--- src/rtl/mainfsm.sv ---
// Multicycle RISC-V main control FSM.
module mainfsm (
  input  logic       clk,
  input  logic       reset,
  input  logic [6:0] op,
  input  logic       Zero,
  input  logic       MemReady,
  output logic       PCWrite,
  output logic       AdrSrc,
  output logic       MemWrite,
  output logic       IRWrite,
  output logic       RegWrite,
  output logic [1:0] ResultSrc,
  output logic [1:0] ALUSrcA,
  output logic [1:0] ALUSrcB,
  output logic [1:0] ALUOp,
  output logic [2:0] ImmSrc,
  output logic       IllegalOp,
  output logic [3:0] state
);

  typedef enum logic [3:0] {
    FETCH    = 4'd0,
    DECODE   = 4'd1,
    MEMADR   = 4'd2,
    MEMREAD  = 4'd3,
    MEMWB    = 4'd4,
    MEMWRITE = 4'd5,
    EXECUTER = 4'd6,
    EXECUTEI = 4'd7,
    ALUWB    = 4'd8,
    BEQ      = 4'd9,
    JAL      = 4'd10,
    LUI      = 4'd11
  } state_t;

  localparam logic [6:0] OP_LW  = 7'b0000011;
  localparam logic [6:0] OP_SW  = 7'b0100011;
  localparam logic [6:0] OP_R   = 7'b0110011;
  localparam logic [6:0] OP_I   = 7'b0010011;
  localparam logic [6:0] OP_BEQ = 7'b1100011;
  localparam logic [6:0] OP_JAL = 7'b1101111;
  localparam logic [6:0] OP_LUI = 7'b0110111;

  state_t cur_state, nxt_state;

  assign state = cur_state;

  always_ff @(posedge clk or posedge reset) begin
    if (reset) cur_state <= FETCH;
    else       cur_state <= nxt_state;
  end

  always_comb begin
    nxt_state = FETCH;
    case (cur_state)
      FETCH:    nxt_state = MemReady ? DECODE : FETCH;
      DECODE: begin
        case (op)
          OP_LW, OP_SW: nxt_state = MEMADR;
          OP_R:         nxt_state = EXECUTER;
          OP_I:         nxt_state = EXECUTEI;
          OP_BEQ:       nxt_state = BEQ;
          OP_JAL:       nxt_state = JAL;
          OP_LUI:       nxt_state = LUI;
          default:      nxt_state = FETCH;
        endcase
      end
      MEMADR:   nxt_state = (op == OP_LW) ? MEMREAD : MEMWRITE;
      MEMREAD:  nxt_state = MemReady ? MEMWB : MEMREAD;
      MEMWB:    nxt_state = FETCH;
      MEMWRITE: nxt_state = MemReady ? FETCH : MEMWRITE;
      EXECUTER: nxt_state = ALUWB;
      EXECUTEI: nxt_state = ALUWB;
      ALUWB:    nxt_state = FETCH;
      BEQ:      nxt_state = FETCH;
      JAL:      nxt_state = ALUWB;
      LUI:      nxt_state = FETCH;
      default:  nxt_state = FETCH;
    endcase
  end

  always_comb begin
    PCWrite   = 1'b0;
    AdrSrc    = 1'b0;
    MemWrite  = 1'b0;
    IRWrite   = 1'b0;
    RegWrite  = 1'b0;
    ResultSrc = '0;
    ALUSrcA   = '0;
    ALUSrcB   = '0;
    ALUOp     = '0;
    IllegalOp = 1'b0;
    case (op)
      OP_SW:   ImmSrc = 3'b001;
      OP_BEQ:  ImmSrc = 3'b010;
      OP_JAL:  ImmSrc = 3'b011;
      OP_LUI:  ImmSrc = 3'b100;
      default: ImmSrc = 3'b000;
    endcase
    case (cur_state)
      FETCH: begin
        ALUSrcB   = 2'b10;
        ResultSrc = 2'b10;
        IRWrite   = MemReady;
        PCWrite   = MemReady;
      end
      DECODE: begin
        ALUSrcA   = 2'b01;
        ALUSrcB   = 2'b01;
        IllegalOp = !(op inside {OP_LW, OP_SW, OP_R, OP_I, OP_BEQ, OP_JAL, OP_LUI});
      end
      MEMADR: begin
        ALUSrcA = 2'b10;
        ALUSrcB = 2'b01;
      end
      MEMREAD:  AdrSrc = 1'b1;
      MEMWB: begin
        ResultSrc = 2'b01;
        RegWrite  = 1'b1;
      end
      MEMWRITE: begin
        AdrSrc   = 1'b1;
        MemWrite = 1'b1;
      end
      EXECUTER: begin
        ALUSrcA = 2'b10;
        ALUOp   = 2'b10;
      end
      EXECUTEI: begin
        ALUSrcA = 2'b10;
        ALUSrcB = 2'b01;
        ALUOp   = 2'b10;
      end
      ALUWB:    RegWrite = 1'b1;
      BEQ: begin
        ALUSrcA = 2'b10;
        ALUOp   = 2'b01;
        PCWrite = Zero;
      end
      JAL: begin
        ALUSrcA = 2'b01;
        ALUSrcB = 2'b10;
        PCWrite = 1'b1;
      end
      LUI: begin
        ResultSrc = 2'b11;
        RegWrite  = 1'b1;
      end
      default:  ImmSrc = '0;
    endcase
    // Write strobes are forced low combinationally so an asserted reset aborts
    // an in-flight access without waiting for the state register to settle.
    if (reset) begin
      PCWrite   = 1'b0;
      MemWrite  = 1'b0;
      IRWrite   = 1'b0;
      RegWrite  = 1'b0;
      IllegalOp = 1'b0;
    end
  end

endmodule

--- config.mk ---
export PLATFORM = sky130hd
export DESIGN_NAME = mainfsm
export DESIGN_NICKNAME = d
export VERILOG_FILES = /design/src/rtl/mainfsm.sv
export SDC_FILE = /design/constraint.sdc
export NUM_CORES = 1
export LEC_CHECK = 0
export ABC_AREA = 1
export CAP_MARGIN = 10
export CORE_UTILIZATION = 35
export DETAILED_ROUTE_END_ITERATION = 7
export HOLD_SLACK_MARGIN = 0.06
export PLACE_DENSITY = 0.8
export SLEW_MARGIN = 25
export SYNTH_ARGS = -nofsm -noshare
export SYNTH_HDL_FRONTEND = slang
export SYNTH_SLANG_ARGS = --single-unit
--- constraint.sdc ---
create_clock -name clk -period 1.36 [get_ports clk]
set_input_delay 0.272 -clock clk [delete_from_list [all_inputs] [get_ports clk]]
set_output_delay 0.272 -clock clk [all_outputs]
set_load 0.03 [all_outputs]
==> report_table.html, run 1 <==
<table>
<tr><th>Metric</th><th>Value</th></tr>
<tr><th colspan="2">Place</th></tr>
<tr><td>Placed Area</td><td>1100 um2</td></tr>
<tr><td>Count of input and output buffers</td><td>31</td></tr>
<tr><td>Placement Setup Slack</td><td>-0.482 ns</td></tr>
<tr><td>Detailed-placement wirelength estimate</td><td>1630 um</td></tr>
<tr><td>Routability congestion estimate</td><td>0.770</td></tr>
<tr><td>Number of placed instances, taps included</td><td>183</td></tr>
<tr><th colspan="2">Synth</th></tr>
<tr><td>Netlist cell types</td><td>14</td></tr>
<tr><td>Average instance area after synthesis</td><td>4.90 um2</td></tr>
<tr><td>Syn Nets</td><td>120</td></tr>
<tr><td>Gate Count Post-Synth</td><td>109</td></tr>
<tr><td>Post-Syn Area</td><td>534 um2</td></tr>
<tr><td>Sequential share of the synthesized area</td><td>18.7%</td></tr>
<tr><td>Number of warnings issued by yosys</td><td>0</td></tr>
<tr><td>Total of flip-flops plus latches after synthesis</td><td>4</td></tr>
<tr><th colspan="2">Floorplan</th></tr>
<tr><td>Initial core utilization</td><td>39.1%</td></tr>
<tr><td>DIE WIDTH</td><td>41.1 um</td></tr>
<tr><td>Number of placement rows</td><td>13</td></tr>
<tr><td>Number of top-level design ports</td><td>32</td></tr>
<tr><td>Die Y</td><td>41.1 um</td></tr>
<tr><th colspan="2">Clocking</th></tr>
<tr><td>Clock buffer count from CTS</td><td>3</td></tr>
<tr><td>Post-CTS sizing</td><td>72</td></tr>
<tr><td>Post-CTS setup repair buffer count</td><td>9</td></tr>
<tr><td>CTS H-tree lvls</td><td>1</td></tr>
<tr><td>Max Buffers Root-to-Sink</td><td>2</td></tr>
<tr><td>Clock root cell</td><td>sky130_fd_sc_hd__clkbuf_4</td></tr>
<tr><td>Post-CTS Hold Fix Bufs</td><td>0</td></tr>
<tr><td>Total clock sinks</td><td>4</td></tr>
<tr><th colspan="2">Run status</th></tr>
<tr><td>Result of the run</td><td>aborted with a tool error</td></tr>
<tr><td>Stop err</td><td>[ERROR DPL-0038] Utilization greater than 100%, impossible to legalize</td></tr>
<tr><td>Terminating stage of the flow</td><td>clock tree synthesis</td></tr>
</table>
==> synth_stat cells <==
library cell               number  share of area, %
sky130_fd_sc_hd__nor2_1        31                22
sky130_fd_sc_hd__nand4_1        1               1.2
sky130_fd_sc_hd__o21ai_0        3               2.8
sky130_fd_sc_hd__nand3b_1       1               1.4
sky130_fd_sc_hd__inv_2          1              0.70
sky130_fd_sc_hd__o211ai_1       2               2.8
sky130_fd_sc_hd__dfrtp_1        4                19
sky130_fd_sc_hd__nand3_1        4               3.7
sky130_fd_sc_hd__nor3_1         4               3.7
sky130_fd_sc_hd__nor2_2         2               2.3
sky130_fd_sc_hd__inv_1         17                12
sky130_fd_sc_hd__nand2_1       37                26
sky130_fd_sc_hd__nand2_2        1               1.2
sky130_fd_sc_hd__a21oi_2        1               1.6
==> cells by family after synthesis <==
group / synth area share, %
AO/OA/AOI/OAI: 7.26
buffers and inverters: 12.6
AND/OR/NAND/NOR: 61.4
flip-flops: 18.7
==> through the flow <==
step | hold WS [ns] | utilization [%] | setup TNS [ns]
after global placement | 0.743 | 80.3 | -2.98
after floorplan | 0.0548 | - | -0.755
after detailed placement | 0.748 | 80.3 | -3.49
==> run 2, diff against run 1 <==
--- a/config.mk
+++ b/config.mk
@@ -7,10 +7,10 @@
 export LEC_CHECK = 0
 export ABC_AREA = 1
 export CAP_MARGIN = 10
-export CORE_UTILIZATION = 35
+export CORE_AREA = 2 2 63 65
 export DETAILED_ROUTE_END_ITERATION = 7
-export HOLD_SLACK_MARGIN = 0.06
-export PLACE_DENSITY = 0.8
+export DIE_AREA = 0 0 65 67
+export PLACE_DENSITY_LB_ADDON = 0.15
 export SLEW_MARGIN = 25
 export SYNTH_ARGS = -nofsm -noshare
 export SYNTH_HDL_FRONTEND = slang
==> run 2 against run 1 <==
Compared with the run above:
- the flow now finishes, with violations (setup timing)
- area after synthesis stayed put
- synthesized cell count stayed put
==> report_table.html, run 2 <==
<table>
<tr><th>Metric</th><th>Value</th></tr>
<tr><th colspan="2">Run status</th></tr>
<tr><td>Result of the run</td><td>complete, but fails checks</td></tr>
<tr><td>Violated checks</td><td>setup timing</td></tr>
<tr><th colspan="2">Place</th></tr>
<tr><td>Placement Setup Slack</td><td>-0.479 ns (+0.00296 ns)</td></tr>
<tr><td>Count of input and output buffers</td><td>31 (unchanged)</td></tr>
<tr><td>Routability congestion estimate</td><td>0.807 (+4.8%)</td></tr>
<tr><td>Detailed-placement wirelength estimate</td><td>1790 um (+9.9%)</td></tr>
<tr><th colspan="2">Worst setup path</th></tr>
<tr><td>R2R cell count</td><td>6</td></tr>
<tr><td>Source of the worst register-to-register timing path</td><td>state[2]</td></tr>
<tr><td>Highest cell delay on the worst timing path</td><td>0.41 ns</td></tr>
<tr><td>Arr. time, crit path</td><td>1.37 ns</td></tr>
<tr><td>Worst-path maximum fanout</td><td>3</td></tr>
<tr><td>Ordered cell list for the critical path</td><td>buf_4, nor2_4, nand2_2, nor2_2, nor3_2, nor2_2, buf_6</td></tr>
<tr><td>Reg2reg setup slack</td><td>0.05 ns</td></tr>
<tr><td>Endpoint kind of the worst setup timing path</td><td>primary output</td></tr>
<tr><td>Standard cell with the maximum stage delay on the critical path</td><td>sky130_fd_sc_hd__dfrtp_2</td></tr>
<tr><td>Reg-to-reg critical path endpoint</td><td>state[0]</td></tr>
<tr><td>Most numerous cell on the critical path</td><td>sky130_fd_sc_hd__nor2_2</td></tr>
<tr><td>Required time of the critical path</td><td>1.09 ns</td></tr>
<tr><td>Type of the worst setup path</td><td>flip-flop to primary output</td></tr>
<tr><td>Startpoint types</td><td>flip-flop</td></tr>
<tr><th colspan="2">Min path</th></tr>
<tr><td>Worst min-delay path category</td><td>input port to asynchronous set/reset pin</td></tr>
<tr><th colspan="2">Synth</th></tr>
<tr><td>Area share of xor/xnor cells in the synthesized design</td><td>0% (unchanged)</td></tr>
<tr><td>Dominant cells by area after synthesis</td><td>sky130_fd_sc_hd__nand2_1, sky130_fd_sc_hd__nor2_1, sky130_fd_sc_hd__dfrtp_1, sky130_fd_sc_hd__inv_1, sky130_fd_sc_hd__nand3_1</td></tr>
<tr><td>Syn Nets</td><td>120 (unchanged)</td></tr>
<tr><td>Dominant synthesized flop cell</td><td>sky130_fd_sc_hd__dfrtp_1</td></tr>
<tr><td>Leading area contributor after synthesis</td><td>sky130_fd_sc_hd__nand2_1</td></tr>
<tr><td>Post-Syn Area</td><td>534 um2 (unchanged)</td></tr>
<tr><td>Average instance area after synthesis</td><td>4.90 um2 (unchanged)</td></tr>
<tr><td>Most instantiated library cell after synthesis</td><td>sky130_fd_sc_hd__nand2_1</td></tr>
<tr><td>Adder-cell share of the synthesized area</td><td>0% (unchanged)</td></tr>
<tr><td>Post-synthesis simple-gate area fraction</td><td>61.4% (unchanged)</td></tr>
<tr><td>Total of flip-flops plus latches after synthesis</td><td>4 (unchanged)</td></tr>
<tr><td>Multiplexer share of the synthesized area</td><td>0% (unchanged)</td></tr>
<tr><td>Post-synthesis compound-gate area fraction</td><td>7.26% (unchanged)</td></tr>
<tr><td>Synth top area share</td><td>26.0% (unchanged)</td></tr>
<tr><td>Largest family of logic cells by synthesized area</td><td>simple AND/OR/NAND/NOR gates</td></tr>
<tr><td>Number of warnings issued by yosys</td><td>0 (unchanged)</td></tr>
<tr><td>Gate Count Post-Synth</td><td>109 (unchanged)</td></tr>
<tr><td>Share of flip-flops with an asynchronous set or reset</td><td>100% (unchanged)</td></tr>
<tr><td>Sequential share of the synthesized area</td><td>18.7% (unchanged)</td></tr>
<tr><td>Most numerous cell types in the synthesized netlist</td><td>sky130_fd_sc_hd__nand2_1, sky130_fd_sc_hd__nor2_1, sky130_fd_sc_hd__inv_1</td></tr>
<tr><td>Count of flip-flops with a built-in enable after synthesis</td><td>0 (unchanged)</td></tr>
<tr><td>Netlist cell types</td><td>14 (unchanged)</td></tr>
<tr><th colspan="2">Timing</th></tr>
<tr><td>Final critical-path required period</td><td>1.64 ns</td></tr>
<tr><td>Count of final setup violators</td><td>17</td></tr>
<tr><td>Relative max-transition margin</td><td>79.3%</td></tr>
<tr><td>Final clock skew</td><td>0.00112 ns</td></tr>
<tr><td>Transition time at the pin with the least slew margin</td><td>0.309 ns</td></tr>
<tr><td>Max frequency</td><td>610 MHz</td></tr>
<tr><td>Final Hold Fails</td><td>0</td></tr>
<tr><td>Final critical-path setup slack</td><td>-0.281 ns</td></tr>
<tr><td>Final worst path period share</td><td>121%</td></tr>
<tr><td>Max-slew violation count</td><td>0</td></tr>
<tr><td>Setup repair after global routing missed its margin</td><td>true</td></tr>
<tr><td>Worst hold-check slack</td><td>0.470 ns</td></tr>
<tr><th colspan="2">Global route</th></tr>
<tr><td>Met1 Track Usage GR</td><td>10.8%</td></tr>
<tr><td>Total congestion overflow after global routing</td><td>0</td></tr>
<tr><td>Global-route wire length before repair</td><td>3560 um</td></tr>
<tr><td>Maximum number of pins on one net before global-route repair</td><td>6</td></tr>
<tr><td>Total GRT Usage</td><td>10.6%</td></tr>
<tr><td>Met3 usage in global routing</td><td>1.69%</td></tr>
<tr><td>Met2 routing resource usage after global routing</td><td>21.4%</td></tr>
<tr><td>Most Used Layer, Global Route</td><td>met2</td></tr>
<tr><td>Number of global-route vias before repair</td><td>889</td></tr>
<tr><td>Number of antenna violations at the first check in global routing</td><td>0</td></tr>
<tr><th colspan="2">Pwr</th></tr>
<tr><td>Power share of the clock group</td><td>28.7%</td></tr>
<tr><td>Pwr/cell area</td><td>546 nW/um2</td></tr>
<tr><td>Leakage Power</td><td>0.000786 uW</td></tr>
<tr><td>Overall Power</td><td>848 uW</td></tr>
<tr><td>Switching Share</td><td>36.9%</td></tr>
<tr><td>Switching power summed over all nets</td><td>313 uW</td></tr>
<tr><td>Combinational group share of total power</td><td>55.0%</td></tr>
<tr><td>Internal power component</td><td>535 uW</td></tr>
<tr><td>Peak supply drop</td><td>198 uV</td></tr>
<tr><td>Reg power frac</td><td>16.3%</td></tr>
<tr><th colspan="2">Routing</th></tr>
<tr><td>Length of the first detailed-routing pass in iterations</td><td>4</td></tr>
<tr><td>Mean number of vias per cell</td><td>3.88</td></tr>
<tr><td>Total vias in the final route</td><td>923</td></tr>
<tr><td>Average routed wire per standard cell</td><td>9.61 um</td></tr>
<tr><td>Wirelength, routed</td><td>2290 um</td></tr>
<tr><td>DRC</td><td>0</td></tr>
<tr><td>Drt first-iter violations</td><td>14</td></tr>
<tr><td>Antenna violation net count after detailed routing</td><td>0</td></tr>
<tr><th colspan="2">Clocking</th></tr>
<tr><td>Clock tree from TritonCTS</td><td>done</td></tr>
<tr><td>Max Buffers Root-to-Sink</td><td>2 (unchanged)</td></tr>
<tr><td>CTS clk-pin slew, worst paths</td><td>0.03 ns</td></tr>
<tr><td>CTS H-tree lvls</td><td>1 (unchanged)</td></tr>
<tr><td>Post-CTS Hold Fix Bufs</td><td>0 (unchanged)</td></tr>
<tr><td>Clk_lat worst skew</td><td>0.21 ns</td></tr>
<tr><td>Clock buffer count from CTS</td><td>3 (unchanged)</td></tr>
<tr><td>Total clock sinks</td><td>4 (unchanged)</td></tr>
<tr><td>Clock root cell</td><td>sky130_fd_sc_hd__clkbuf_8</td></tr>
<tr><th colspan="2">Finish</th></tr>
<tr><td>Layout-stage area growth over the synthesis result</td><td>191%</td></tr>
<tr><td>Number of flip-flops under the largest register name</td><td>4</td></tr>
<tr><td>Number of nets in the final layout</td><td>203</td></tr>
<tr><td>Top library cells by usage in the layout, fill and taps aside</td><td>sky130_fd_sc_hd__buf_4, sky130_fd_sc_hd__nand2_1, sky130_fd_sc_hd__buf_6, sky130_fd_sc_hd__nor2_4, sky130_fd_sc_hd__nand2_2</td></tr>
<tr><td>Antenna fix cells</td><td>0</td></tr>
<tr><td>Ratio of cells with drive above 1 in the final layout</td><td>74.7%</td></tr>
<tr><td>Most common cell after layout, fill and taps aside</td><td>sky130_fd_sc_hd__buf_4</td></tr>
<tr><th colspan="2">Floorplan</th></tr>
<tr><td>Number of placement rows</td><td>22 (+9)</td></tr>
<tr><td>Initial core utilization</td><td>14.8% (-24 points)</td></tr>
<tr><td>Die Y</td><td>67 um (+63%)</td></tr>
<tr><td>DIE WIDTH</td><td>65 um (+58%)</td></tr>
<tr><td>Core area</td><td>3610 um2</td></tr>
<tr><td>Die ar.</td><td>4360 um2</td></tr>
<tr><td>Number of top-level design ports</td><td>32 (unchanged)</td></tr>
<tr><th colspan="2">Flow run</th></tr>
<tr><td>Max-capacitance violation count</td><td>0</td></tr>
</table>
## run 2: cell counts after synthesis
Identical to the previous run, type by type.
## run 2: worst max path at each step
stage	startpoint	to	slack, ns
floorplan	state[2]	ALUSrcB[0]	-0.17
global placement	op[4]	IllegalOp	-0.48
detailed placement	op[2]	ImmSrc[1]	-0.48
CTS	state[3]	IllegalOp	-0.27
global route	state[1]	ALUSrcB[0]	-0.34
finish	state[0]	PCWrite	-0.28
## run 2: layout make-up
cell class / count / area [um2]
Timing Repair Buffer: 78 / 647
Fill cell: 375 / 2050
Multi-Input combinational cell: 87 / 627
Inverter: 18 / 72.6
Clock buffer: 3 / 41.3
Tap cell: 48 / 60.1
Sequential cell: 4 / 105
## run 2: critical path, delay by kind of cell, from the launching register on
kind	cells	cell delay [ns]
simple gates	5	0.46
flops	1	0.41
buf+inv	2	0.28
## run 2: repair_timing
item | in CTS | in global routing
setup buffers | 14 | 3
pin swaps | 26 | 4
resized for setup | 89 | 14
setup endpoints to repair | 19 | 20
## run 2: per-layer routing
layer	part of all wire, %	wire length [um]
met5	0	0
met4	0.79	18
met3	5.8	132
met2	54	1240
met1	39	901
## run 2: kinds of logic (layout without fill, tap and decap cells)
group           count (synthesis)  count (layout)
compound gates                  6               6
simple gates                   81              81
flops                           4               4
buf+inv                        18              99
## run 2: power groups by stage
stage | clock network, uW | logic [uW] | registers (uW)
global placement | 0 | 375 | 138
floorplan | 0 | 169 | 151
finish | 243 | 467 | 138
global route | 263 | 497 | 139
detailed placement | 0 | 375 | 138
CTS | 250 | 460 | 137
## run 2: stage by stage
stage          cells  area (um2)  util (%)  TNS (ns)
2_1_floorplan    109         608         -    -0.755
3_3_place_gp     218        1150      31.9     -3.47
3_5_place_dp     218        1150      31.9     -3.52
4_1_cts          235        1500      41.5     -3.50
5_1_grt          238        1550      43.1     -4.77
6_report         238        1550      43.1     -3.66
No activity file was read; power rests on OpenSTA's default activity.
==> run 3, diff against run 2 <==
--- a/config.mk
+++ b/config.mk
@@ -10,7 +10,7 @@
 export CORE_AREA = 2 2 63 65
 export DETAILED_ROUTE_END_ITERATION = 7
 export DIE_AREA = 0 0 65 67
-export PLACE_DENSITY_LB_ADDON = 0.15
+export PLACE_DENSITY_LB_ADDON = 0.1
 export SLEW_MARGIN = 25
 export SYNTH_ARGS = -nofsm -noshare
 export SYNTH_HDL_FRONTEND = slang
==> run 3 against run 2 <==
Compared with the run above:
- the run still ends with setup timing left
- clock-buffer cell count did not move
- register-to-register slack got worse by 0.04 ns
- final area fell by 4.2%
==> report_table.html, run 3 (same netlist as run 2, synthesis figures left out) <==
<table>
<tr><th>Metric</th><th>Value</th></tr>
<tr><th colspan="2">Timing</th></tr>
<tr><td>Final critical-path required period</td><td>1.64 ns (+0.00404 ns)</td></tr>
<tr><td>Final critical-path setup slack</td><td>-0.285 ns (-0.00404 ns)</td></tr>
<tr><td>Max-slew violation count</td><td>0 (unchanged)</td></tr>
<tr><td>Final worst path period share</td><td>121% (+0.30 points)</td></tr>
<tr><td>Count of final setup violators</td><td>18 (+1)</td></tr>
<tr><td>Post-Route Setup TNS</td><td>-3.55 ns (+0.112 ns)</td></tr>
<tr><td>Setup repair after global routing missed its margin</td><td>true</td></tr>
<tr><td>Final clock skew</td><td>0.00137 ns (+0.000253 ns)</td></tr>
<tr><td>Transition time at the pin with the least slew margin</td><td>0.285 ns (-0.0245 ns)</td></tr>
<tr><td>Max frequency</td><td>608 MHz (-0.25%)</td></tr>
<tr><td>Final Hold Fails</td><td>0 (unchanged)</td></tr>
<tr><td>Relative max-transition margin</td><td>80.9% (+1.6 points)</td></tr>
<tr><th colspan="2">Finish</th></tr>
<tr><td>Total area of sequential cells</td><td>105 um2 (unchanged)</td></tr>
<tr><td>Most common cell after layout, fill and taps aside</td><td>sky130_fd_sc_hd__buf_4</td></tr>
<tr><td>Antenna fix cells</td><td>0 (unchanged)</td></tr>
<tr><td>Total of fill cells in the finished design</td><td>385 (+2.7%)</td></tr>
<tr><td>Number of flip-flops under the largest register name</td><td>4 (unchanged)</td></tr>
<tr><td>Non-Filler Instances</td><td>230 (-3.4%)</td></tr>
<tr><td>Number of nets in the final layout</td><td>195 (-3.9%)</td></tr>
<tr><td>Ratio of cells with drive above 1 in the final layout</td><td>70.9% (-3.9 points)</td></tr>
<tr><td>Layout-stage area growth over the synthesis result</td><td>178%</td></tr>
<tr><td>Multi-input gate area in the final layout</td><td>612 um2 (-2.4%)</td></tr>
<tr><td>Top library cells by usage in the layout, fill and taps aside</td><td>sky130_fd_sc_hd__buf_4, sky130_fd_sc_hd__nand2_1, sky130_fd_sc_hd__nor2_4, sky130_fd_sc_hd__buf_6</td></tr>
<tr><th colspan="2">Clocking</th></tr>
<tr><td>Post-CTS Hold Fix Bufs</td><td>0 (unchanged)</td></tr>
<tr><td>Clock tree from TritonCTS</td><td>done</td></tr>
<tr><td>Total clock sinks</td><td>4 (unchanged)</td></tr>
<tr><td>Clock root cell</td><td>sky130_fd_sc_hd__clkbuf_8</td></tr>
<tr><td>Clk_lat worst skew</td><td>0.21 ns (about the same)</td></tr>
<tr><td>Clock buffer count from CTS</td><td>3 (unchanged)</td></tr>
<tr><td>CTS H-tree lvls</td><td>1 (unchanged)</td></tr>
<tr><td>CTS clk-pin slew, worst paths</td><td>0.03 ns (about the same)</td></tr>
<tr><td>Max Buffers Root-to-Sink</td><td>2 (unchanged)</td></tr>
<tr><th colspan="2">Pwr</th></tr>
<tr><td>Pwr/cell area</td><td>552 nW/um2 (+1.2%)</td></tr>
<tr><td>Overall Power</td><td>822 uW (-3.1%)</td></tr>
<tr><td>Switching Share</td><td>37.1% (+0.28 points)</td></tr>
<tr><td>Internal power component</td><td>517 uW (-3.5%)</td></tr>
<tr><td>Combinational group share of total power</td><td>53.6% (-1.4 points)</td></tr>
<tr><td>Reg power frac</td><td>17.1% (+0.8 points)</td></tr>
<tr><td>Leakage Power</td><td>0.000759 uW (-3.3%)</td></tr>
<tr><td>Peak supply drop</td><td>196 uV (-1.0%)</td></tr>
<tr><td>Power share of the clock group</td><td>29.3% (+0.6 points)</td></tr>
<tr><td>Switching power summed over all nets</td><td>305 uW (-2.3%)</td></tr>
<tr><th colspan="2">Worst setup path</th></tr>
<tr><td>Reg2reg setup slack</td><td>0.01 ns (-0.04 ns)</td></tr>
<tr><td>Required time of the critical path</td><td>1.09 ns (about the same)</td></tr>
<tr><td>Reg-to-reg critical path endpoint</td><td>state[1]</td></tr>
<tr><td>Arr. time, crit path</td><td>1.37 ns (about the same)</td></tr>
<tr><td>Top Family by Delay on Critical Path</td><td>flip-flops</td></tr>
<tr><td>Worst path buffer plus inverter count</td><td>3 (+1)</td></tr>
<tr><td>Type of the worst setup path</td><td>flip-flop to primary output</td></tr>
<tr><td>Endpoint kind of the worst setup timing path</td><td>primary output</td></tr>
<tr><td>Ordered cell list for the critical path</td><td>buf_12, nor2_4, inv_2, a21oi_4, nor2_2, nand2_2, buf_6</td></tr>
<tr><td>Critical path endpoint</td><td>ALUSrcA[1]</td></tr>
<tr><td>Source of the worst register-to-register timing path</td><td>state[2]</td></tr>
<tr><td>Worst setup path start</td><td>state[3]</td></tr>
<tr><td>Worst-path maximum fanout</td><td>3 (unchanged)</td></tr>
<tr><td>Highest cell delay on the worst timing path</td><td>0.44 ns (+0.03 ns)</td></tr>
<tr><td>Startpoint types</td><td>flip-flop</td></tr>
<tr><td>Standard cell with the maximum stage delay on the critical path</td><td>sky130_fd_sc_hd__dfrtp_2</td></tr>
<tr><td>R2R cell count</td><td>9 (+3)</td></tr>
<tr><td>Crit path depth</td><td>7 (unchanged)</td></tr>
<tr><th colspan="2">Place</th></tr>
<tr><td>Routability congestion estimate</td><td>0.806 (about the same)</td></tr>
<tr><td>Placement Setup Slack</td><td>-0.518 ns (-0.0395 ns)</td></tr>
<tr><td>Count of input and output buffers</td><td>31 (unchanged)</td></tr>
<tr><td>Detailed-placement wirelength estimate</td><td>1860 um (+3.9%)</td></tr>
<tr><td>Number of placed instances, taps included</td><td>217 (-0.46%)</td></tr>
<tr><th colspan="2">Routing</th></tr>
<tr><td>Wirelength, routed</td><td>2430 um (+6.3%)</td></tr>
<tr><td>DRC</td><td>0 (unchanged)</td></tr>
<tr><td>Total vias in the final route</td><td>904 (-2.1%)</td></tr>
<tr><td>Antenna violation net count after detailed routing</td><td>0 (unchanged)</td></tr>
<tr><td>Length of the first detailed-routing pass in iterations</td><td>4 (unchanged)</td></tr>
<tr><td>Average routed wire per standard cell</td><td>10.6 um (+10%)</td></tr>
<tr><td>Mean number of vias per cell</td><td>3.93 (+1.3%)</td></tr>
<tr><td>Drt first-iter violations</td><td>6 (-8)</td></tr>
<tr><th colspan="2">Global route</th></tr>
<tr><td>Number of global-route vias before repair</td><td>862 (-3.0%)</td></tr>
<tr><td>Total congestion overflow after global routing</td><td>0 (unchanged)</td></tr>
<tr><td>Maximum number of pins on one net before global-route repair</td><td>6 (unchanged)</td></tr>
<tr><td>Total GRT Usage</td><td>11.9% (+1.3 points)</td></tr>
<tr><td>Global-route wire length before repair</td><td>4140 um (+16%)</td></tr>
<tr><td>Number of antenna violations at the first check in global routing</td><td>0 (unchanged)</td></tr>
<tr><th colspan="2">Flow run</th></tr>
<tr><td>Max-capacitance violation count</td><td>0 (unchanged)</td></tr>
<tr><th colspan="2">Floorplan</th></tr>
<tr><td>DIE WIDTH</td><td>65 um (unchanged)</td></tr>
<tr><td>Core area</td><td>3610 um2 (unchanged)</td></tr>
<tr><td>Number of top-level design ports</td><td>32 (unchanged)</td></tr>
<tr><td>Die Y</td><td>67 um (unchanged)</td></tr>
<tr><td>Die ar.</td><td>4360 um2 (unchanged)</td></tr>
<tr><td>Initial core utilization</td><td>14.8% (unchanged)</td></tr>
<tr><td>Number of placement rows</td><td>22 (unchanged)</td></tr>
<tr><th colspan="2">Min path</th></tr>
<tr><td>Worst min-delay path category</td><td>input port to flip-flop</td></tr>
<tr><th colspan="2">Run status</th></tr>
<tr><td>Violated checks</td><td>setup timing</td></tr>
<tr><td>Result of the run</td><td>complete, but fails checks</td></tr>
</table>
-- run 3: changes by cell type in the layout (fill, tap and decap cells not counted), sizes merged --
| cell | before | now |
|---|---|---|
| buf | 74 | 66 |
| clkbuf | 4 | 3 |
| clkdlybuf4s15 | 0 | 1 |
-- run 3: layout make-up --
class	count	share of cell area, %
clock buffers	3	2.78
inverters	18	5.05
repair buffers	70	39.9
flip-flops and latches	4	7.06
well taps	48	4.04
multi-input cells	87	41.1
-- run 3: worst min-delay path by stage --
| stage | start | to | depth (start not counted) |
|---|---|---|---|
| 6_report | op[4] | state[0] | 5 |
| 5_1_grt | op[4] | state[0] | 5 |
| 4_1_cts | op[2] | state[2] | 5 |
| 3_5_place_dp | reset | state[0] | 4 |
| 3_3_place_gp | reset | state[0] | 4 |
| 2_1_floorplan | reset | state[0] | 1 |
-- run 3: per-stage QoR --
stage | hold WS, ns | util (%) | cell area [um2]
3_5_place_dp | 0.745 | 31.7 | 1140
2_1_floorplan | 0.0548 | - | 608
4_1_cts | 0.495 | 40.2 | 1450
3_3_place_gp | 0.760 | 31.7 | 1140
6_report | 0.467 | 41.3 | 1490
5_1_grt | 0.510 | 41.3 | 1490
-- run 3: power by group through the flow --
stage / Combinational, uW / Clock, uW / Sequential (uW)
6_report: 441 / 241 / 141
5_1_grt: 471 / 258 / 142
4_1_cts: 433 / 248 / 139
3_5_place_dp: 377 / 0 / 137
3_3_place_gp: 378 / 0 / 138
2_1_floorplan: 169 / 0 / 151
-- run 3: what timing repair did --
| item | 4_1_cts | 5_1_grt |
|---|---|---|
| gates resized for setup | 87 | 10 |
| pin swaps | 22 | 8 |
| endpoints found under the setup margin | 20 | 21 |
| setup buffers | 7 | 3 |
-- run 3: routing by layer --
layer	up-vias	wire length [um]	GRT usage, %	part of all wire (%)
li1	482	-	-	-
met1	398	1040	15.1	43
met2	24	1300	22.2	53
met3	0	89	1.35	3.7
met4	0	0	1.60	0
met5	-	0	0	0
-- run 3: worst reg2reg max path, delay by kind of cell, from the launching register on --
kind                   cells  cell delay, ns
flip-flops                 1            0.46
buffers and inverters      3            0.33
AND/OR/NAND/NOR            6            0.43
==> run 4, diff against run 3 <==
--- a/config.mk
+++ b/config.mk
@@ -11,7 +11,9 @@
 export DETAILED_ROUTE_END_ITERATION = 7
 export DIE_AREA = 0 0 65 67
 export PLACE_DENSITY_LB_ADDON = 0.1
+export SETUP_SLACK_MARGIN = 0.3
 export SLEW_MARGIN = 25
 export SYNTH_ARGS = -nofsm -noshare
 export SYNTH_HDL_FRONTEND = slang
 export SYNTH_SLANG_ARGS = --single-unit
+export TNS_END_PERCENT = 10
==> run 4 against run 3 <==
Compared with the run above:
- the flow still finishes with violations (setup timing)
- maximum frequency grew 2.1%
- global-route usage shrank 0.78 points
- die area is the same
- non-clock buffer count shrank 2
- clock skew is essentially flat
- clock power grew 2%
- hold slack gained 0.012 ns
- sequential share of layout area grew 0.37 points
- power grew 0.44%
- sequential power is essentially flat
- largest power group unchanged
- highest routed layer unchanged
==> report_table.html, run 4 (same netlist as run 2, synthesis figures left out) <==
<table>
<tr><th>Metric</th><th>Value</th></tr>
<tr><th colspan="2">Routing</th></tr>
<tr><td>Antenna violation net count after detailed routing</td><td>0 (unchanged)</td></tr>
<tr><td>Drt first-iter violations</td><td>19 (+13)</td></tr>
<tr><td>Average routed wire per standard cell</td><td>9.89 um (-6.4%)</td></tr>
<tr><td>Mean number of vias per cell</td><td>3.94 (+0.21%)</td></tr>
<tr><td>Wirelength, routed</td><td>2260 um (-7.2%)</td></tr>
<tr><td>Total vias in the final route</td><td>898 (-0.66%)</td></tr>
<tr><td>DRC</td><td>0 (unchanged)</td></tr>
<tr><td>Length of the first detailed-routing pass in iterations</td><td>4 (unchanged)</td></tr>
<tr><th colspan="2">Clocking</th></tr>
<tr><td>Max Buffers Root-to-Sink</td><td>2 (unchanged)</td></tr>
<tr><td>Clk_lat worst skew</td><td>0.21 ns (about the same)</td></tr>
<tr><td>Clock buffer count from CTS</td><td>3 (unchanged)</td></tr>
<tr><td>Post-CTS Hold Fix Bufs</td><td>0 (unchanged)</td></tr>
<tr><td>Clock tree from TritonCTS</td><td>done</td></tr>
<tr><td>Clock root cell</td><td>sky130_fd_sc_hd__clkbuf_8</td></tr>
<tr><td>CTS clk-pin slew, worst paths</td><td>0.03 ns (about the same)</td></tr>
<tr><td>CTS H-tree lvls</td><td>1 (unchanged)</td></tr>
<tr><td>Total clock sinks</td><td>4 (unchanged)</td></tr>
<tr><th colspan="2">Place</th></tr>
<tr><td>Count of input and output buffers</td><td>31 (unchanged)</td></tr>
<tr><td>Placed Area</td><td>1110 um2 (-3.2%)</td></tr>
<tr><td>Detailed-placement wirelength estimate</td><td>1770 um (-4.6%)</td></tr>
<tr><td>Number of placed instances, taps included</td><td>216 (-0.46%)</td></tr>
<tr><td>Routability congestion estimate</td><td>0.813 (+0.88%)</td></tr>
<tr><td>Placement Setup Slack</td><td>-0.456 ns (+0.0626 ns)</td></tr>
<tr><th colspan="2">Flow run</th></tr>
<tr><td>Max-capacitance violation count</td><td>0 (unchanged)</td></tr>
<tr><th colspan="2">Finish</th></tr>
<tr><td>Number of flip-flops under the largest register name</td><td>4 (unchanged)</td></tr>
<tr><td>Final design area excluding fillers</td><td>1410 um2 (-5.0%)</td></tr>
<tr><td>Number of nets in the final layout</td><td>193 (-1.0%)</td></tr>
<tr><td>Total of fill cells in the finished design</td><td>408 (+6.0%)</td></tr>
<tr><td>Non-Filler Instances</td><td>228 (-0.87%)</td></tr>
<tr><td>Total area of sequential cells</td><td>105 um2 (unchanged)</td></tr>
<tr><td>Most common cell after layout, fill and taps aside</td><td>sky130_fd_sc_hd__buf_4</td></tr>
<tr><td>Ratio of cells with drive above 1 in the final layout</td><td>62.8% (-8.1 points)</td></tr>
<tr><td>Top library cells by usage in the layout, fill and taps aside</td><td>sky130_fd_sc_hd__buf_4, sky130_fd_sc_hd__nand2_1, sky130_fd_sc_hd__buf_6, sky130_fd_sc_hd__nor2_1</td></tr>
<tr><td>Multi-input gate area in the final layout</td><td>547 um2 (-11%)</td></tr>
<tr><td>Layout-stage area growth over the synthesis result</td><td>165%</td></tr>
<tr><td>Antenna fix cells</td><td>0 (unchanged)</td></tr>
<tr><td>Final core utilization</td><td>39.2% (-2.0 points)</td></tr>
<tr><th colspan="2">Floorplan</th></tr>
<tr><td>Die Y</td><td>67 um (unchanged)</td></tr>
<tr><td>Number of placement rows</td><td>22 (unchanged)</td></tr>
<tr><td>DIE WIDTH</td><td>65 um (unchanged)</td></tr>
<tr><td>Die ar.</td><td>4360 um2 (unchanged)</td></tr>
<tr><td>Initial core utilization</td><td>14.8% (unchanged)</td></tr>
<tr><td>Number of top-level design ports</td><td>32 (unchanged)</td></tr>
<tr><td>Core area</td><td>3610 um2 (unchanged)</td></tr>
<tr><th colspan="2">Pwr</th></tr>
<tr><td>Pwr/cell area</td><td>584 nW/um2 (+5.7%)</td></tr>
<tr><td>Overall Power</td><td>826 uW (+0.44%)</td></tr>
<tr><td>Leakage Power</td><td>0.000744 uW (-2.0%)</td></tr>
<tr><td>Peak supply drop</td><td>162 uV (-17%)</td></tr>
<tr><th colspan="2">Timing</th></tr>
<tr><td>Setup repair after global routing missed its margin</td><td>true</td></tr>
<tr><td>Max frequency</td><td>621 MHz (+2.1%)</td></tr>
<tr><td>Final worst path period share</td><td>118% (-2.5 points)</td></tr>
<tr><td>Count of final setup violators</td><td>18 (unchanged)</td></tr>
<tr><td>Final critical-path setup slack</td><td>-0.251 ns (+0.0335 ns)</td></tr>
<tr><td>Final critical-path required period</td><td>1.61 ns (-0.0335 ns)</td></tr>
<tr><td>Final clock skew</td><td>0.000911 ns (-0.000458 ns)</td></tr>
<tr><td>Relative max-transition margin</td><td>85.4% (+4.5 points)</td></tr>
<tr><td>Transition time at the pin with the least slew margin</td><td>0.217 ns (-0.0674 ns)</td></tr>
<tr><td>Max-slew violation count</td><td>0 (unchanged)</td></tr>
<tr><td>Final Hold Fails</td><td>0 (unchanged)</td></tr>
<tr><th colspan="2">Worst setup path</th></tr>
<tr><td>Ordered cell list for the critical path</td><td>inv_2, nor2_4, inv_2, a21oi_4, nor2_2, nand2_2, buf_6</td></tr>
<tr><td>Most numerous cell on the critical path</td><td>sky130_fd_sc_hd__inv_2</td></tr>
<tr><td>Type of the worst setup path</td><td>flip-flop to primary output</td></tr>
<tr><td>Endpoint kind of the worst setup timing path</td><td>primary output</td></tr>
<tr><td>Required time of the critical path</td><td>1.09 ns (about the same)</td></tr>
<tr><td>Startpoint types</td><td>flip-flop</td></tr>
<tr><td>Worst setup path start</td><td>state[2]</td></tr>
<tr><td>Reg-to-reg critical path endpoint</td><td>state[3]</td></tr>
<tr><td>Arr. time, crit path</td><td>1.34 ns (-0.03 ns)</td></tr>
<tr><td>Standard cell with the maximum stage delay on the critical path</td><td>sky130_fd_sc_hd__dfrtp_2</td></tr>
<tr><td>Reg2reg setup slack</td><td>0.02 ns (about the same)</td></tr>
<tr><td>Source of the worst register-to-register timing path</td><td>state[1]</td></tr>
<tr><td>R2R cell count</td><td>7 (-2)</td></tr>
<tr><td>Worst-path maximum fanout</td><td>5 (+2)</td></tr>
<tr><td>Highest cell delay on the worst timing path</td><td>0.46 ns (+0.02 ns)</td></tr>
<tr><th colspan="2">Global route</th></tr>
<tr><td>Total GRT Usage</td><td>11.2% (-0.78 points)</td></tr>
<tr><td>Number of antenna violations at the first check in global routing</td><td>0 (unchanged)</td></tr>
<tr><td>Maximum number of pins on one net before global-route repair</td><td>6 (unchanged)</td></tr>
<tr><td>Global-route wire length before repair</td><td>3740 um (-9.7%)</td></tr>
<tr><td>Total congestion overflow after global routing</td><td>0 (unchanged)</td></tr>
<tr><td>Number of global-route vias before repair</td><td>888 (+3.0%)</td></tr>
<tr><th colspan="2">Run status</th></tr>
<tr><td>Result of the run</td><td>complete, but fails checks</td></tr>
<tr><td>Violated checks</td><td>setup timing</td></tr>
<tr><th colspan="2">Min path</th></tr>
<tr><td>Worst min-delay path category</td><td>input port to asynchronous set/reset pin</td></tr>
</table>
-- run 4: cell types whose count changed in the layout (fill, tap and decap cells not counted), moves of 2 or more --
| cell | previous run | this run |
|---|---|---|
| sky130_fd_sc_hd__nand2_4 | 4 | 2 |
| sky130_fd_sc_hd__nor2_2 | 6 | 10 |
| sky130_fd_sc_hd__nor2_1 | 10 | 13 |
| sky130_fd_sc_hd__inv_1 | 6 | 8 |
| sky130_fd_sc_hd__buf_2 | 6 | 0 |
| sky130_fd_sc_hd__nand2_1 | 25 | 27 |
| sky130_fd_sc_hd__nor2_4 | 17 | 10 |
| sky130_fd_sc_hd__inv_2 | 10 | 8 |
| sky130_fd_sc_hd__dlygate4sd2_1 | 0 | 6 |
-- run 4: metal layers --
layer	routed length, um	vias to the layer above	global-route usage (%)
li1	-	479	-
met1	917	395	12.2
met2	1250	24	21.5
met3	89	0	1.18
met4	0	0	4.79
met5	0	-	0
-- run 4: how the worst max path moves through the flow --
stage,end,slack [ns],depth (start not counted)
after floorplan,ALUSrcB[0],-0.17,4
after global placement,IllegalOp,-0.44,9
after detailed placement,IllegalOp,-0.46,8
after CTS,ALUSrcA[1],-0.28,7
after global routing,ALUSrcA[1],-0.33,7
final,ALUSrcA[1],-0.25,7
-- run 4: stage by stage --
| stage | hold slack [ns] | TNS [ns] |
|---|---|---|
| 2_1_floorplan | 0.0548 | -1.06 |
| 3_3_place_gp | 0.714 | -3.09 |
| 3_5_place_dp | 0.727 | -3.16 |
| 4_1_cts | 0.497 | -3.72 |
| 5_1_grt | 0.513 | -4.67 |
| 6_report | 0.479 | -3.39 |
-- run 4: final cells by class --
class | count | area share, %
timing repair buffer | 68 | 41.6
inverter | 18 | 5.13
sequential | 4 | 7.43
tap | 48 | 4.25
multi-input combinational | 87 | 38.7
clock buffer | 3 | 2.92
-- run 4: repair_timing --
item,4_1_cts,5_1_grt
resized for setup,59,11
setup endpoints to repair,25,25
buffers inserted,9,0
pin swaps,18,6
-- run 4: where the power goes --
group | total, uW | internal, uW | switching, uW
combinational | 439 | 207 | 232
clock | 245 | 188 | 56.8
sequential | 142 | 128 | 14.1
total | 826 | 523 | 303
-- run 4: critical path, delay by kind of cell (launching register included) --
kind	cells	cell delay, ns
flops	1	0.46
buf+inv	3	0.26
compound gates	1	0.16
simple gates	3	0.24
